## src/rtl/uart_tx_engine_if.sv

```systemverilog
// Write port of the UART transmit engine: byte data with a valid/ready
// handshake. The producer (register block) uses the master modport; the
// engine's TX FIFO uses the slave modport.
//   tx_data        8  write data, bit 0 is sent first
//   tx_data_valid  1  write request
//   tx_data_ready  1  FIFO has room; a write is taken when valid && ready
interface uart_tx_engine_if;
    logic [7:0] tx_data;
    logic       tx_data_valid;
    logic       tx_data_ready;

    modport master (
        output tx_data,
        output tx_data_valid,
        input  tx_data_ready
    );

    modport slave (
        input  tx_data,
        input  tx_data_valid,
        output tx_data_ready
    );
endinterface

```

## src/rtl/uart_tx_engine.sv

```systemverilog
// UART transmit engine with a small TX FIFO and a runtime frame format
// (5..8 data bits, none/even/odd parity, 1 or 2 stop bits). Bit timing comes
// from an external baud tick; every bit lasts OVERSAMPLE ticks.
// Ports:
//   clk, rst          system clock, synchronous active-high reset
//   sck_rising_edge   single-cycle baud tick
//   wr                write port (uart_tx_engine_if.slave)
//   cfg_*             frame format, latched at every frame start
//   sout              registered serial output, idle high
//   busy              FSM active or FIFO holding data
//   fifo_level        occupied FIFO entries
//
// state    | meaning
// ---------+-----------------------------------------------
// S_IDLE   | line idle, waiting for a FIFO entry
// S_START  | driving the start bit
// S_DATA   | shifting out data bits, LSB first
// S_PARITY | driving the parity bit
// S_STOP   | driving one or two stop bits
module uart_tx_engine #(
    parameter int OVERSAMPLE = 16,
    parameter int FIFO_DEPTH = 4
) (
    input  logic                             clk,
    input  logic                             rst,
    input  logic                             sck_rising_edge,
    uart_tx_engine_if.slave                  wr,
    input  logic [1:0]                       cfg_data_bits,
    input  logic                             cfg_parity_en,
    input  logic                             cfg_parity_odd,
    input  logic                             cfg_stop2,
    output logic                             sout,
    output logic                             busy,
    output logic [$clog2(FIFO_DEPTH+1)-1:0]  fifo_level
);
    localparam int TW = $clog2(OVERSAMPLE);
    localparam int AW = $clog2(FIFO_DEPTH);
    localparam int LW = $clog2(FIFO_DEPTH + 1);
    localparam logic [TW-1:0] TICK_LAST = TW'(OVERSAMPLE - 1);
    localparam logic [LW-1:0] LVL_FULL  = LW'(FIFO_DEPTH);

    typedef enum logic [2:0] {S_IDLE, S_START, S_DATA, S_PARITY, S_STOP} state_t;

    state_t        state, state_nxt;
    logic [7:0]    mem [FIFO_DEPTH];
    logic [AW-1:0] wr_ptr, rd_ptr;
    logic          fifo_empty, push, pop;
    logic [7:0]    head, dmask;

    logic [TW-1:0] tick_cnt, tick_cnt_nxt;
    logic [2:0]    bit_cnt, bit_cnt_nxt;
    logic          stop_cnt, stop_cnt_nxt;
    logic [7:0]    shreg, shreg_nxt;
    logic          par_bit, par_bit_nxt;
    logic [1:0]    f_dbits, f_dbits_nxt;
    logic          f_par_en, f_par_en_nxt;
    logic          f_stop2, f_stop2_nxt;
    logic          sout_nxt;
    logic          bit_end, start_frame;
    logic [2:0]    last_bit;

    assign fifo_empty       = (fifo_level == '0);
    assign wr.tx_data_ready = (fifo_level != LVL_FULL);
    assign push             = wr.tx_data_valid && wr.tx_data_ready;
    assign head             = mem[rd_ptr];
    // Parity only covers the bits actually sent, so mask with the live
    // config that is being latched in the same cycle.
    assign dmask            = 8'hFF >> (2'd3 - cfg_data_bits);
    assign last_bit         = 3'd4 + {1'b0, f_dbits};
    assign busy             = (state != S_IDLE) || !fifo_empty;

    always_comb begin
        state_nxt    = state;
        tick_cnt_nxt = tick_cnt;
        bit_cnt_nxt  = bit_cnt;
        stop_cnt_nxt = stop_cnt;
        shreg_nxt    = shreg;
        par_bit_nxt  = par_bit;
        f_dbits_nxt  = f_dbits;
        f_par_en_nxt = f_par_en;
        f_stop2_nxt  = f_stop2;
        sout_nxt     = sout;
        pop          = 1'b0;
        bit_end      = 1'b0;
        start_frame  = 1'b0;

        // Ticks are ignored in IDLE, so a tick in the frame-start cycle
        // does not eat into the start bit.
        if (state != S_IDLE && sck_rising_edge) begin
            if (tick_cnt == TICK_LAST) begin
                tick_cnt_nxt = '0;
                bit_end      = 1'b1;
            end else begin
                tick_cnt_nxt = tick_cnt + 1'b1;
            end
        end

        case (state)
            S_IDLE: begin
                sout_nxt = 1'b1;
                if (!fifo_empty) start_frame = 1'b1;
            end
            S_START: begin
                if (bit_end) begin
                    state_nxt   = S_DATA;
                    bit_cnt_nxt = '0;
                    sout_nxt    = shreg[0];
                    shreg_nxt   = {1'b0, shreg[7:1]};
                end
            end
            S_DATA: begin
                if (bit_end) begin
                    if (bit_cnt == last_bit) begin
                        if (f_par_en) begin
                            state_nxt = S_PARITY;
                            sout_nxt  = par_bit;
                        end else begin
                            state_nxt    = S_STOP;
                            sout_nxt     = 1'b1;
                            stop_cnt_nxt = 1'b0;
                        end
                    end else begin
                        sout_nxt    = shreg[0];
                        shreg_nxt   = {1'b0, shreg[7:1]};
                        bit_cnt_nxt = bit_cnt + 3'd1;
                    end
                end
            end
            S_PARITY: begin
                if (bit_end) begin
                    state_nxt    = S_STOP;
                    sout_nxt     = 1'b1;
                    stop_cnt_nxt = 1'b0;
                end
            end
            S_STOP: begin
                if (bit_end) begin
                    if (stop_cnt == f_stop2) begin
                        // Chain straight into the next frame when data waits.
                        if (!fifo_empty) start_frame = 1'b1;
                        else             state_nxt   = S_IDLE;
                    end else begin
                        stop_cnt_nxt = 1'b1;
                    end
                end
            end
            default: state_nxt = S_IDLE;
        endcase

        if (start_frame) begin
            pop          = 1'b1;
            state_nxt    = S_START;
            sout_nxt     = 1'b0;
            shreg_nxt    = head;
            f_dbits_nxt  = cfg_data_bits;
            f_par_en_nxt = cfg_parity_en;
            f_stop2_nxt  = cfg_stop2;
            par_bit_nxt  = (^(head & dmask)) ^ cfg_parity_odd;
        end
    end

    always_ff @(posedge clk) begin
        if (push) mem[wr_ptr] <= wr.tx_data;
    end

    always_ff @(posedge clk) begin
        if (rst) begin
            state      <= S_IDLE;
            tick_cnt   <= '0;
            bit_cnt    <= '0;
            stop_cnt   <= 1'b0;
            shreg      <= '0;
            par_bit    <= 1'b0;
            f_dbits    <= '0;
            f_par_en   <= 1'b0;
            f_stop2    <= 1'b0;
            sout       <= 1'b1;
            wr_ptr     <= '0;
            rd_ptr     <= '0;
            fifo_level <= '0;
        end else begin
            state    <= state_nxt;
            tick_cnt <= tick_cnt_nxt;
            bit_cnt  <= bit_cnt_nxt;
            stop_cnt <= stop_cnt_nxt;
            shreg    <= shreg_nxt;
            par_bit  <= par_bit_nxt;
            f_dbits  <= f_dbits_nxt;
            f_par_en <= f_par_en_nxt;
            f_stop2  <= f_stop2_nxt;
            sout     <= sout_nxt;
            if (push) wr_ptr <= wr_ptr + 1'b1;
            if (pop)  rd_ptr <= rd_ptr + 1'b1;
            case ({push, pop})
                2'b10:   fifo_level <= fifo_level + 1'b1;
                2'b01:   fifo_level <= fifo_level - 1'b1;
                default: fifo_level <= fifo_level;
            endcase
        end
    end
endmodule
```

## src/flat_wrapper.sv

```systemverilog
// flat-port wrapper written by rule: the top's interface ports become plain ports
module uart_tx_engine_flat 
#(
    parameter int OVERSAMPLE = 16,
    parameter int FIFO_DEPTH = 4
)
  (clk, rst, sck_rising_edge, cfg_data_bits, cfg_parity_en, cfg_parity_odd, cfg_stop2, sout, busy, fifo_level, wr_tx_data, wr_tx_data_valid, wr_tx_data_ready);
  uart_tx_engine_if wr_i ();
  input  logic clk;
  input  logic rst;
  input  logic sck_rising_edge;
  input  logic [1:0] cfg_data_bits;
  input  logic cfg_parity_en;
  input  logic cfg_parity_odd;
  input  logic cfg_stop2;
  output logic sout;
  output logic busy;
  output logic [$clog2(FIFO_DEPTH+1)-1:0] fifo_level;
  input wire logic [$bits(wr_i.tx_data)-1:0] wr_tx_data;
  input wire logic [$bits(wr_i.tx_data_valid)-1:0] wr_tx_data_valid;
  output wire logic [$bits(wr_i.tx_data_ready)-1:0] wr_tx_data_ready;
  assign wr_i.tx_data = wr_tx_data;
  assign wr_i.tx_data_valid = wr_tx_data_valid;
  assign wr_tx_data_ready = wr_i.tx_data_ready;
  uart_tx_engine #(.OVERSAMPLE(OVERSAMPLE), .FIFO_DEPTH(FIFO_DEPTH)) u_core (.clk(clk), .rst(rst), .sck_rising_edge(sck_rising_edge), .wr(wr_i), .cfg_data_bits(cfg_data_bits), .cfg_parity_en(cfg_parity_en), .cfg_parity_odd(cfg_parity_odd), .cfg_stop2(cfg_stop2), .sout(sout), .busy(busy), .fifo_level(fifo_level));
endmodule
```

## config.mk

```make
export PLATFORM = sky130hd
export DESIGN_NAME = uart_tx_engine_flat
export DESIGN_NICKNAME = d
export VERILOG_FILES = /design/src/rtl/uart_tx_engine_if.sv /design/src/rtl/uart_tx_engine.sv /design/src/flat_wrapper.sv
export SDC_FILE = /design/constraint.sdc
export NUM_CORES = 1
export LEC_CHECK = 0
export ABC_CLOCK_PERIOD_IN_PS = 8500
export BUFFER_PORTS_ARGS = -buffer_cell sky130_fd_sc_hd__buf_2
export CAP_MARGIN = 25
export CORE_MARGIN = 2
export CORE_UTILIZATION = 50
export DETAILED_ROUTE_END_ITERATION = 10
export GPL_TIMING_DRIVEN = 0
export PLACE_DENSITY = 0.79
export RECOVER_POWER = 25
export SYNTH_ARGS = -nofsm -noshare
export SYNTH_HDL_FRONTEND = slang
export SYNTH_SLANG_ARGS = --single-unit
```

## constraint.sdc

```tcl
create_clock -name clk -period 8.5 [get_ports clk]
set_clock_uncertainty 0.05 [all_clocks]
set_input_delay 0.425 -clock clk [delete_from_list [all_inputs] [get_ports clk]]
set_output_delay 0.425 -clock clk [all_outputs]
set_load 0.02 [all_outputs]
```

# Word level (Yosys, flattened, before mapping)
# Memories as Yosys holds them, arrays and structs flattened. A register that Yosys moved wholly into a read port is not among the register bits.
# Index checks and enable logic that the tools add are counted.
# Widths: inputs -> output; s select.
# word_totals
ff_bits	32
n_memories	1
word_cells	122
inputBits	17
ram_bits	32
out_inout_bits	6
# memory_table
memory	words	word_bits	rd	rd_ports_with_merged_regs	wr	line_no	source
u_core.mem	4	8	1	1	1	uart_tx_engine.sv:45	logic [7:0] mem [FIFO_DEPTH];
# op_classes
shifts	1
eq_ne	29
muxes	46
n_addsub	8
n_bitwise	3
reduce_logical	20
# op_table
op	count
$mux 3	11
$mux 8	4
$mux 1	21
$ne 3x1->1 const B	7
$ne 2x1->1 const B	8
$pmux 8 s2	1
$reduce_and 8->1	2
$pmux 3 s5	1
$pmux 3 s2	2
$reduce_and 4->1	3
$reduce_bool 3->1	3
$and 8x8->8	1
$reduce_xor 8->1	1
$shr 8x2->8 const A	1
$reduce_and 7->1	1
$add 3x1->3 const B	2
$eq 3x2->1 const B	2
$logic_not 3->1	2
$ne 2x2->1 const B	3
$reduce_bool 5->1	1
$add 2x1->2 const B	2
$add 4x1->4 const B	1
$eq 4x4->1 const B	1
$mux 2	2
22 further kinds	24

# Longest topological paths before layout
# Gate-level depths: netlist of the first run.
# depth
ltp_word	8
mapped_depth	12
mapped_depth_nobuf	11

# Worst setup path after synthesis of the first run
# OpenSTA, ideal clock, no wires.
# synth_path
path_type	register -> register
start	register u_core.tick_cnt[0]
end	register u_core.fifo_level[2]
setup_ns	0.070
setup_slack_ns	5.565
path_stages_with_launch	13
n_path_buf	1
t_required_ns	8.380
period_less_slack_ns	2.935
arrival_time_ns	2.814
cell_sequence	dfxtp_1 ha_1 nand4_1 o21ai_0 nand2_1 clkinv_1 buf_1 ha_1 inv_1 fa_1 xor2_1 or3_1 a21oi_1
# synth_between
elab_chain_len	8
elab_cells_between_ends	10
cone_classes	eq/ne (3); mux (6); reduce/logical (1)
# synth_rtl
item	line_no	source
start, declared	uart_tx_engine.sv:50	logic [TW-1:0] tick_cnt, tick_cnt_nxt;
start signal, assigned	uart_tx_engine.sv:183	tick_cnt <= tick_cnt_nxt;
$eq 4x4->1 (*)	uart_tx_engine.sv:90	if (tick_cnt == TICK_LAST) begin
$mux 1 (*)	uart_tx_engine.sv:90	
$mux 1 (*)	uart_tx_engine.sv:89	if (state != S_IDLE && sck_rising_edge) begin
$mux 1 (*)	uart_tx_engine.sv:137	if (bit_end) begin
$pmux 1 s2 (*)	uart_tx_engine.sv:98	case (state)
$mux 1 (*)	uart_tx_engine.sv:150	if (start_frame) begin
$eq 2x1->1 / $eq 2x2->1 (equally long branches)	uart_tx_engine.sv:194	case ({push, pop})
$pmux 3 s2 / $reduce_bool 2->1 (equally long branches)	n/a	
end signal, assigned	uart_tx_engine.sv:195	2'b10: fifo_level <= fifo_level + 1'b1;
end signal, assigned	uart_tx_engine.sv:196	2'b01: fifo_level <= fifo_level - 1'b1;
end signal, assigned	uart_tx_engine.sv:197	default: fifo_level <= fifo_level;
end, declared	uart_tx_engine.sv:34	output logic [$clog2(FIFO_DEPTH+1)-1:0] fifo_level
# Every way passes the cells marked *; elsewhere a longest branch is shown, timed or not.
# A chain may end at the register's enable or synchronous reset.

# Final worst setup path of the first run
# Same ends and word-level chain as after synthesis.

==> results of run 1 <==
## cells in the final DEF, fill, tap and decap left out, drive strengths merged, types with 2 or more instances in the layout
| cell | n |
|---|---|
| a211o | 2 |
| a211oi | 11 |
| a21o | 2 |
| a21oi | 23 |
| a311oi | 9 |
| and3 | 6 |
| buf | 17 |
| clkbuf | 26 |
| clkinv | 4 |
| clkinvlp | 4 |
| dfxtp | 34 |
| edfxtp | 32 |
| ha | 7 |
| inv | 11 |
| mux4 | 8 |
| nand2 | 37 |
| nand2b | 4 |
| nand3 | 7 |
| nand4 | 3 |
| nor2 | 16 |
| nor3 | 3 |
| o21ai | 8 |
| o311ai | 2 |
| o31ai | 2 |
| or3 | 6 |
| xnor2 | 8 |
| xor2 | 9 |
## registers in the layout, summed over array words and instances (netlist names), named ones only
register / flops
u_core.fifo_level: 3
u_core.f_par_en: 1
u_core.f_dbits: 2
u_core.tick_cnt: 4
u_core.rd_ptr: 2
u_core.par_bit: 1
u_core.mem: 32
u_core.bit_cnt: 3
u_core.wr_ptr: 2
u_core.state: 3
u_core.stop_cnt: 1
u_core.f_stop2: 1
u_core.sout: 1
u_core.shreg: 8
## cell type report
class / instances / area, µm² / area share
Buffer: 13 / 57.6 / 0.0166
Multi-Input combinational cell: 188 / 1340 / 0.388
Clock inverter: 7 / 56.3 / 0.0163
Clock buffer: 9 / 124 / 0.0358
Tap cell: 75 / 93.8 / 0.0271
Timing Repair Buffer: 21 / 96.3 / 0.0279
Inverter: 12 / 45.0 / 0.0130
Sequential cell: 66 / 1640 / 0.475
## metrics by stage
stage | cells | worst slack (ns) | hold WS [ns] | cell area, µm² | power, mW
CTS | 391 | 4.98 | 0.219 | 3470 | 1.01
floorplan | 279 | 5.57 | 0.413 | 3090 | 0.697
global placement | 375 | 5.09 | 0.398 | 3290 | 0.769
finish | 391 | 4.98 | 0.241 | 3460 | 1.01
detailed placement | 375 | 5.04 | 0.415 | 3290 | 0.778
global route | 391 | 4.65 | 0.236 | 3460 | 1.07
## per-layer routing
layer / share of wire / GRT usage
met1: 0.46 / 0.240
met2: 0.47 / 0.294
met3: 0.051 / 0.0804
met4: 0.017 / 0.0672
met5: 0 / 0
## where the power goes
group          switching [mW]  leakage [nW]  internal, mW
registers              0.0304         0.572         0.388
logic                   0.201         0.557         0.153
clock network           0.127        0.0777         0.107
## critical path, stage by stage, from the launching register on
cell and delay, ns:
dfxtp_1 0.41, ha_1 0.26, nand4_1 0.27, o21ai_0 0.41
nand2_1 0.16, clkinv_1 0.16, buf_1 0.40, ha_1 0.29
inv_1 0.07, fa_1 0.37, xor2_1 0.16, or3_1 0.31
a21oi_1 0.14
## path summary, 6_finish.rpt
path | end | slack [ns] | cells after the start
max | u_core.fifo_level[2]$_SDFFE_PP0P_ | 4.98 | 12
min | u_core.mem[1][5]$_DFFE_PP_ | 0.24 | 1
max reg2reg | u_core.fifo_level[2]$_SDFFE_PP0P_ | 4.98 | 12
min reg2reg | u_core.tick_cnt[1]$_SDFFE_PP0N_ | 0.44 | 2
## cells by family (layout without fill, tap and decap cells)
logic type,Yosys count,count (layout),share of synthesized area
AO/OA/AOI/OAI,64,64,0.137
buffers and inverters,25,62,0.0332
flip-flops,66,66,0.532
XOR/XNOR,18,18,0.0580
adder cells (fa/ha/maj),8,8,0.0349
multiplexers,9,9,0.0689
AND/OR/NAND/NOR,89,89,0.137
==> flow_metrics.env, run 1 <==
export IMPL_drive_gt1_frac=0.111
export IMPL_clock_path_buffers=2
export IMPL_worstSetupPathType="register to register"
export IMPL_cts_hold_buf=0
export IMPL_synth_common_cells="nand2_1 (37), dfxtp_1 (34), edfxtp_1 (32)"
export IMPL_post_cts_buffers=0
export IMPL_critPathLaunch="u_core.tick_cnt[0]$_SDFFE_PP0N_"
export IMPL_rsz0062_at_grt="false"
export IMPL_start_util=0.518
export IMPL_period_needed_ns=3.52
export IMPL_critPathMaxFanout=10
export IMPL_synth_area_per_cell_um2=11.1
export IMPL_yosysMostFrequentCell="nand2_1"
export IMPL_ys_flop_type="dfxtp_1"
export IMPL_r2r_start="u_core.tick_cnt[0]$_SDFFE_PP0N_"
export IMPL_relSlewSlack=0.493
export IMPL_post_drt_wl_per_cell_um=14.7
export IMPL_n_antenna_cell=0
export IMPL_seq_area_frac_synth=0.532
export IMPL_ys_ff_latch=66
export IMPL_power_density_nw_per_um2=291
export IMPL_syn_inst=279
export IMPL_fmax_mhz=284
export IMPL_p_leak_nw=1.21
export IMPL_drv_slew=0
export IMPL_grt_pass1_wl_um=9360
export IMPL_clkLatencyLatePin_ns=0.35
export IMPL_drcViolationCount=0
export IMPL_cts_buffers=9
export IMPL_die_w_um=82.6
export IMPL_totalWireLength_um=5760
export IMPL_setup_violations=0
export IMPL_hpwl_um=4060
export IMPL_grt_usage=0.190
export IMPL_die_area_um2=6820
export IMPL_endpoint_kind="register"
export IMPL_viasPerCell=5.69
export IMPL_drv_cap=0
export IMPL_ys_types=45
export IMPL_yosys_warnings=0
export IMPL_grt_pass1_vias=2017
export IMPL_root_buffer="clkbuf_8"
export IMPL_synth_top_area_frac=0.311
export IMPL_htreeDepth=3
export IMPL_overflow=0
export IMPL_drt_first_iter_violations=217
export IMPL_area_delta_synth_final_pct=12.0
export IMPL_drtAntennaViolNets=0
export IMPL_portBuffers=21
export IMPL_ioPinCount=23
export IMPL_fp_dieH_um=82.6
export IMPL_clk_pin_slew_ns=0.08
export IMPL_syn_area_um2=3090
export IMPL_cp_data_required_time_ns=8.73
export IMPL_finalSetupTns_ns=0
export IMPL_numClockSinks=66
export IMPL_ir_drop_mv=0.178
export IMPL_syn_nets=304
export IMPL_fin_crit_sh=0.414
export IMPL_async_reset_ff_frac=0
export IMPL_worstHoldPathType="input port to register"
export IMPL_core_area_um2=5960
export IMPL_antenna_found_initial=0
export IMPL_crit_path_start_kind="register"
export IMPL_finalHoldViolations=0
export IMPL_vias=2225
export IMPL_gp_congestion=0.902
export IMPL_arrival_ns=3.76
export IMPL_fillers=502
export IMPL_utilization=0.580
export IMPL_final_nets=336
export IMPL_rows=28
export IMPL_min_from="wr_tx_data[5]"
export IMPL_cts_resized=0
export IMPL_firstDrtPassIters=4
export IMPL_outcome="completed"
export IMPL_grt_max_degree=14
export IMPL_synth_edf_count=32
export IMPL_ys_top_cells_by_area="edfxtp_1 (31%), dfxtp_1 (22%), mux4_1 (5.1%), nand2_1 (4.5%), a21oi_1 (3.7%)"
export IMPL_yosysTopAreaCell="edfxtp_1"
export IMPL_cts_tree="done"
export IMPL_tightest_slew_ns=0.755
Note: power is estimated with default switching activity, not from simulation.
==> run 2: changes to the inputs <==
ABC_CLOCK_PERIOD_IN_PS = 3100   (was 8500)
PLACE_DENSITY = 0.82   (was 0.79)
clock period = 3.1 ns   (was 8.5 ns; I/O delays follow)
==> run 2 against run 1 <==
Final cell count grew 2.6%. Sequential share of layout area shrank 1.7 points. Critical path depth shrank 1. Via count grew 2.8%. Critical path type unchanged. Critical endpoint unchanged. Largest cell class unchanged.
==> flow_metrics.env, run 2 (same netlist as run 1, synthesis figures left out) <==
export IMPL_period_needed_ns=2.81
export IMPL_cts_buffers=9
export IMPL_place_area_um2=3290
export IMPL_grt_pass1_vias=2197
export IMPL_antenna_found_initial=0
export IMPL_reg_top3="u_core.mem (32), u_core.shreg (8), u_core.tick_cnt (4)"
export IMPL_grt_usage=0.209
export IMPL_drcViolationCount=0
export IMPL_fin_cells=401
export IMPL_drv_slew=0
export IMPL_clkLatencyLatePin_ns=0.35
export IMPL_post_place_cells=375
export IMPL_rsz0062_at_grt="false"
export IMPL_outcome="completed"
export IMPL_ir_drop_mv=0.458
export IMPL_viasPerCell=5.71
export IMPL_fmax_mhz=356
export IMPL_endpoint_kind="register"
export IMPL_min_path_cells=3
export IMPL_gp_congestion=0.905
export IMPL_hpwl_um=4290
export IMPL_power_density_nw_per_um2=802
export IMPL_preCtsSetupSlack_ns=-0.336
export IMPL_area_delta_synth_final_pct=16.2
export IMPL_vias=2288
export IMPL_largest_reg_flops=32
export IMPL_fillers=486
export IMPL_totalWireLength_um=6370
export IMPL_relSlewSlack=0.459
export IMPL_drtAntennaViolNets=0
export IMPL_final_setup_worst_slack_ns=0.293
export IMPL_fin_crit_sh=0.906
export IMPL_crit_path_start_kind="register"
export IMPL_drt_first_iter_violations=174
export IMPL_worstSetupPathType="register to register"
export IMPL_numClockSinks=66
export IMPL_post_drt_wl_per_cell_um=15.9
export IMPL_grt_pass1_wl_um=10300
export IMPL_min_from="cfg_data_bits[0]"
export IMPL_core_area_um2=5960
export IMPL_htreeDepth=3
export IMPL_reg2reg_slack_ns=0.29
export IMPL_fp_dieH_um=82.6
export IMPL_n_antenna_cell=0
export IMPL_tightest_slew_ns=0.806
export IMPL_worstHoldPathType="input port to register"
export IMPL_r2r_start="u_core.tick_cnt[0]$_SDFFE_PP0N_"
export IMPL_regMostFlops="u_core.mem"
export IMPL_most_common_layout_cells="nand2_1 (37), dfxtp_1 (34), edfxtp_1 (32)"
export IMPL_drv_cap=0
export IMPL_r2r_cells=11
export IMPL_die_area_um2=6820
export IMPL_firstDrtPassIters=4
export IMPL_ioPinCount=23
export IMPL_p_leak_nw=1.27
export IMPL_layout_commonest_cell="nand2_1"
export IMPL_grt_max_degree=18
export IMPL_p_total_mw=2.88
export IMPL_rr_endpoint="u_core.fifo_level[2]$_SDFFE_PP0P_"
export IMPL_die_w_um=82.6
export IMPL_root_buffer="clkbuf_8"
export IMPL_finalSetupTns_ns=0
export IMPL_finalHoldViolations=0
export IMPL_clock_path_buffers=2
export IMPL_hold_end="u_core.f_dbits[0]$_SDFFE_PP0P_"
export IMPL_drive_gt1_frac=0.117
export IMPL_setup_violations=0
export IMPL_portBuffers=21
export IMPL_arrival_ns=3.04
export IMPL_cp_data_required_time_ns=3.34
export IMPL_cts_tree="done"
export IMPL_critPathMaxFanout=17
export IMPL_clk_pin_slew_ns=0.08
export IMPL_overflow=0
export IMPL_start_util=0.518
export IMPL_rows=28
export IMPL_final_nets=346
export IMPL_postLayoutCellArea_um2=3590
## run 2: repair_timing
action                                  CTS  global route
endpoints found under the hold margin    34             0
hold buffers                             10             0
gates resized for setup                   2             1
pin swaps                                 0             1
endpoints found under the setup margin    2             2
setup buffers                             0             1
## run 2: metrics by stage
step           hold slack [ns]   util
2_1_floorplan            0.204      -
3_3_place_gp             0.317  0.552
3_5_place_dp             0.321  0.552
4_1_cts                 0.0248  0.602
5_1_grt                 0.0427  0.602
6_report                0.0356  0.602
## run 2: power breakdown
| group | switching [mW] | internal, mW |
|---|---|---|
| sequential | 0.0894 | 1.06 |
| combinational | 0.562 | 0.424 |
| clock | 0.358 | 0.377 |
## run 2: per-layer routing
| metal | up-vias | GRT usage | wire length, µm |
|---|---|---|---|
| li1 | 1119 | - | - |
| met1 | 1087 | 0.259 | 2630 |
| met2 | 74 | 0.336 | 3210 |
| met3 | 8 | 0.0446 | 415 |
| met4 | 0 | 0.121 | 107 |
| met5 | - | 0 | 0 |
## run 2: layout make-up
class	count	area [µm²]	area share
buffer	12	53.8	0.0150
clock buffer	9	124	0.0345
clock inverter	7	77.6	0.0216
inverter	12	46.3	0.0129
multi-input combinational	188	1350	0.375
sequential	66	1640	0.458
tap	75	93.8	0.0262
timing repair buffer	32	204	0.0569
## run 2: worst max path at each step
| stage | depth (start not counted) | to | from | slack, ns |
|---|---|---|---|---|
| after floorplan | 12 | u_core.fifo_level[2]$_SDFFE_PP0P_ | u_core.tick_cnt[0]$_SDFFE_PP0N_ | 0.17 |
| after global placement | 12 | u_core.fifo_level[2]$_SDFFE_PP0P_ | u_core.tick_cnt[0]$_SDFFE_PP0N_ | -0.31 |
| after detailed placement | 12 | u_core.fifo_level[2]$_SDFFE_PP0P_ | u_core.tick_cnt[0]$_SDFFE_PP0N_ | -0.34 |
| after CTS | 11 | u_core.fifo_level[2]$_SDFFE_PP0P_ | u_core.tick_cnt[0]$_SDFFE_PP0N_ | 0.1 |
| after global routing | 11 | u_core.fifo_level[2]$_SDFFE_PP0P_ | u_core.tick_cnt[0]$_SDFFE_PP0N_ | 0.1 |
| final | 11 | u_core.fifo_level[2]$_SDFFE_PP0P_ | u_core.tick_cnt[0]$_SDFFE_PP0N_ | 0.29 |
## run 2: critical path, stage by stage, from the launching register on
cell and delay (ns):
dfxtp_1 0.39, ha_1 0.24, nand4_1 0.18, o21ai_2 0.25, nand2_1 0.15, clkinv_2 0.23
ha_1 0.22, inv_1 0.06, fa_1 0.37, xor2_1 0.15, or3_1 0.30, a21oi_1 0.14
==> run 3: changes to the inputs <==
RECOVER_POWER = not set   (was 25)
==> run 3 against run 2 <==
Final area rose by 0.24%. Clock power barely moved. Core utilization rose by 0.15 points. Non-clock buffer count did not move. Critical path depth did not move. Wire length rose by 0.30%. Sequential share of layout area fell by 0.11 points. Worst hold slack got worse by 0.0013 ns. First-iteration DRC count did not move. Final cell count did not move. Register-to-register slack barely moved. Global-route usage did not move.
==> flow_metrics.env, run 3 (same netlist as run 1, synthesis figures left out) <==
export IMPL_antenna_found_initial=0
export IMPL_multiInputGateArea_um2=1350
export IMPL_crit_path_start_kind="register"
export IMPL_grt_usage=0.209
export IMPL_power_density_nw_per_um2=800
export IMPL_setup_violations=0
export IMPL_core_area_um2=5960
export IMPL_final_nets=346
export IMPL_fillers=480
export IMPL_drv_slew=0
export IMPL_reg_top3="u_core.mem (32), u_core.shreg (8), u_core.tick_cnt (4)"
export IMPL_regMostFlops="u_core.mem"
export IMPL_largest_reg_flops=32
export IMPL_hpwl_um=4290
export IMPL_reg2reg_slack_ns=0.29
export IMPL_most_common_layout_cells="nand2_1 (37), dfxtp_1 (34), edfxtp_1 (32)"
export IMPL_arrival_ns=3.05
export IMPL_clock_path_buffers=2
export IMPL_worstSetupPathType="register to register"
export IMPL_finalHoldViolations=0
export IMPL_drcViolationCount=0
export IMPL_fin_cells=401
export IMPL_period_needed_ns=2.81
export IMPL_overflow=0
export IMPL_grt_pass1_vias=2197
export IMPL_outcome="completed"
export IMPL_worstHoldPathType="input port to register"
export IMPL_ff_latch_area_um2=1640
export IMPL_fin_crit_sh=0.907
export IMPL_fp_dieH_um=82.6
export IMPL_ioPinCount=23
export IMPL_drv_cap=0
export IMPL_rows=28
export IMPL_totalWireLength_um=6380
export IMPL_root_buffer="clkbuf_8"
export IMPL_finalSetupTns_ns=0
export IMPL_grt_max_degree=18
export IMPL_cts_tree="done"
export IMPL_vias=2279
export IMPL_drt_first_iter_violations=174
export IMPL_die_w_um=82.6
export IMPL_ir_drop_mv=0.458
export IMPL_post_place_cells=375
export IMPL_r2r_cells=11
export IMPL_clkLatencyLatePin_ns=0.35
export IMPL_relSlewSlack=0.464
export IMPL_numClockSinks=66
export IMPL_endpoint_kind="register"
export IMPL_cts_buffers=9
export IMPL_fmax_mhz=356
export IMPL_htreeDepth=3
export IMPL_portBuffers=21
export IMPL_grt_pass1_wl_um=10300
export IMPL_die_area_um2=6820
export IMPL_n_antenna_cell=0
export IMPL_critPathMaxFanout=17
export IMPL_drive_gt1_frac=0.138
export IMPL_p_leak_nw=1.29
export IMPL_start_util=0.518
export IMPL_layout_commonest_cell="nand2_1"
export IMPL_cp_data_required_time_ns=3.34
export IMPL_clk_pin_slew_ns=0.08
export IMPL_whs_ns=0.0342
export IMPL_post_drt_wl_per_cell_um=15.9
export IMPL_rsz0062_at_grt="false"
export IMPL_gp_congestion=0.905
export IMPL_area_delta_synth_final_pct=16.5
export IMPL_viasPerCell=5.68
export IMPL_min_path_cells=3
export IMPL_tightest_slew_ns=0.800
export IMPL_firstDrtPassIters=5
export IMPL_drtAntennaViolNets=0
## run 3: cell types whose count changed in the layout (fill, tap and decap cells not counted)
cell	delta
buf_2	+7
clkbuf_1	-7
## run 3: report_power, final
| part | switching (mW) | total (mW) | internal [mW] |
|---|---|---|---|
| Sequential | 0.0893 | 1.15 | 1.06 |
| Combinational | 0.563 | 0.989 | 0.425 |
| Clock | 0.357 | 0.734 | 0.377 |
## run 3: layer usage
layer | vias to the layer above | routed length, µm | GRT usage
met5 | - | 0 | 0
met4 | 0 | 106 | 0.121
met2 | 72 | 3210 | 0.336
met3 | 9 | 361 | 0.0446
met1 | 1079 | 2700 | 0.259
li1 | 1119 | - | -
## run 3: per-stage QoR
stage	instance area, µm²	utilization	setup WS [ns]	total power [mW]
floorplan	3090	-	0.165	1.91
global placement	3290	0.552	-0.314	2.11
detailed placement	3290	0.552	-0.336	2.14
CTS	3580	0.602	0.0952	2.88
global route	3600	0.604	0.0953	3.04
finish	3600	0.604	0.289	2.88
## run 3: what timing repair did
action                                  in CTS  in global routing
pin swaps                                    0                  1
cloned                                       0                  0
gates resized for setup                      2                  1
hold endpoints to repair                    34                  0
hold buffers                                10                  0
endpoints found under the setup margin       2                  2
buffers inserted                             0                  1
## run 3: layout make-up
| class | count | area share |
|---|---|---|
| sequential | 66 | 0.457 |
| multi-input combinational | 188 | 0.374 |
| timing repair buffer | 32 | 0.0592 |
| clock buffer | 9 | 0.0344 |
| tap | 75 | 0.0261 |
| clock inverter | 7 | 0.0216 |
| buffer | 12 | 0.0150 |
| inverter | 12 | 0.0129 |
## run 3: path summary, 6_finish.rpt
check | startpoint | endpoint
setup reg to reg | u_core.tick_cnt[0]$_SDFFE_PP0N_ | u_core.fifo_level[2]$_SDFFE_PP0P_
hold / removal | cfg_data_bits[0] | u_core.f_dbits[0]$_SDFFE_PP0P_
hold reg to reg | u_core.sout$_SDFFE_PP1P_ | u_core.sout$_SDFFE_PP1P_
setup / recovery | u_core.tick_cnt[0]$_SDFFE_PP0N_ | u_core.fifo_level[2]$_SDFFE_PP0P_
## run 3: critical path, cell delays in order (launching register included)
cell,delay (ns)
dfxtp_1,0.39
ha_1,0.24
nand4_1,0.18
o21ai_2,0.25
nand2_1,0.15
clkinv_2,0.23
ha_1,0.22
inv_1,0.06
fa_1,0.37
xor2_1,0.15
or3_1,0.30
a21oi_1,0.14
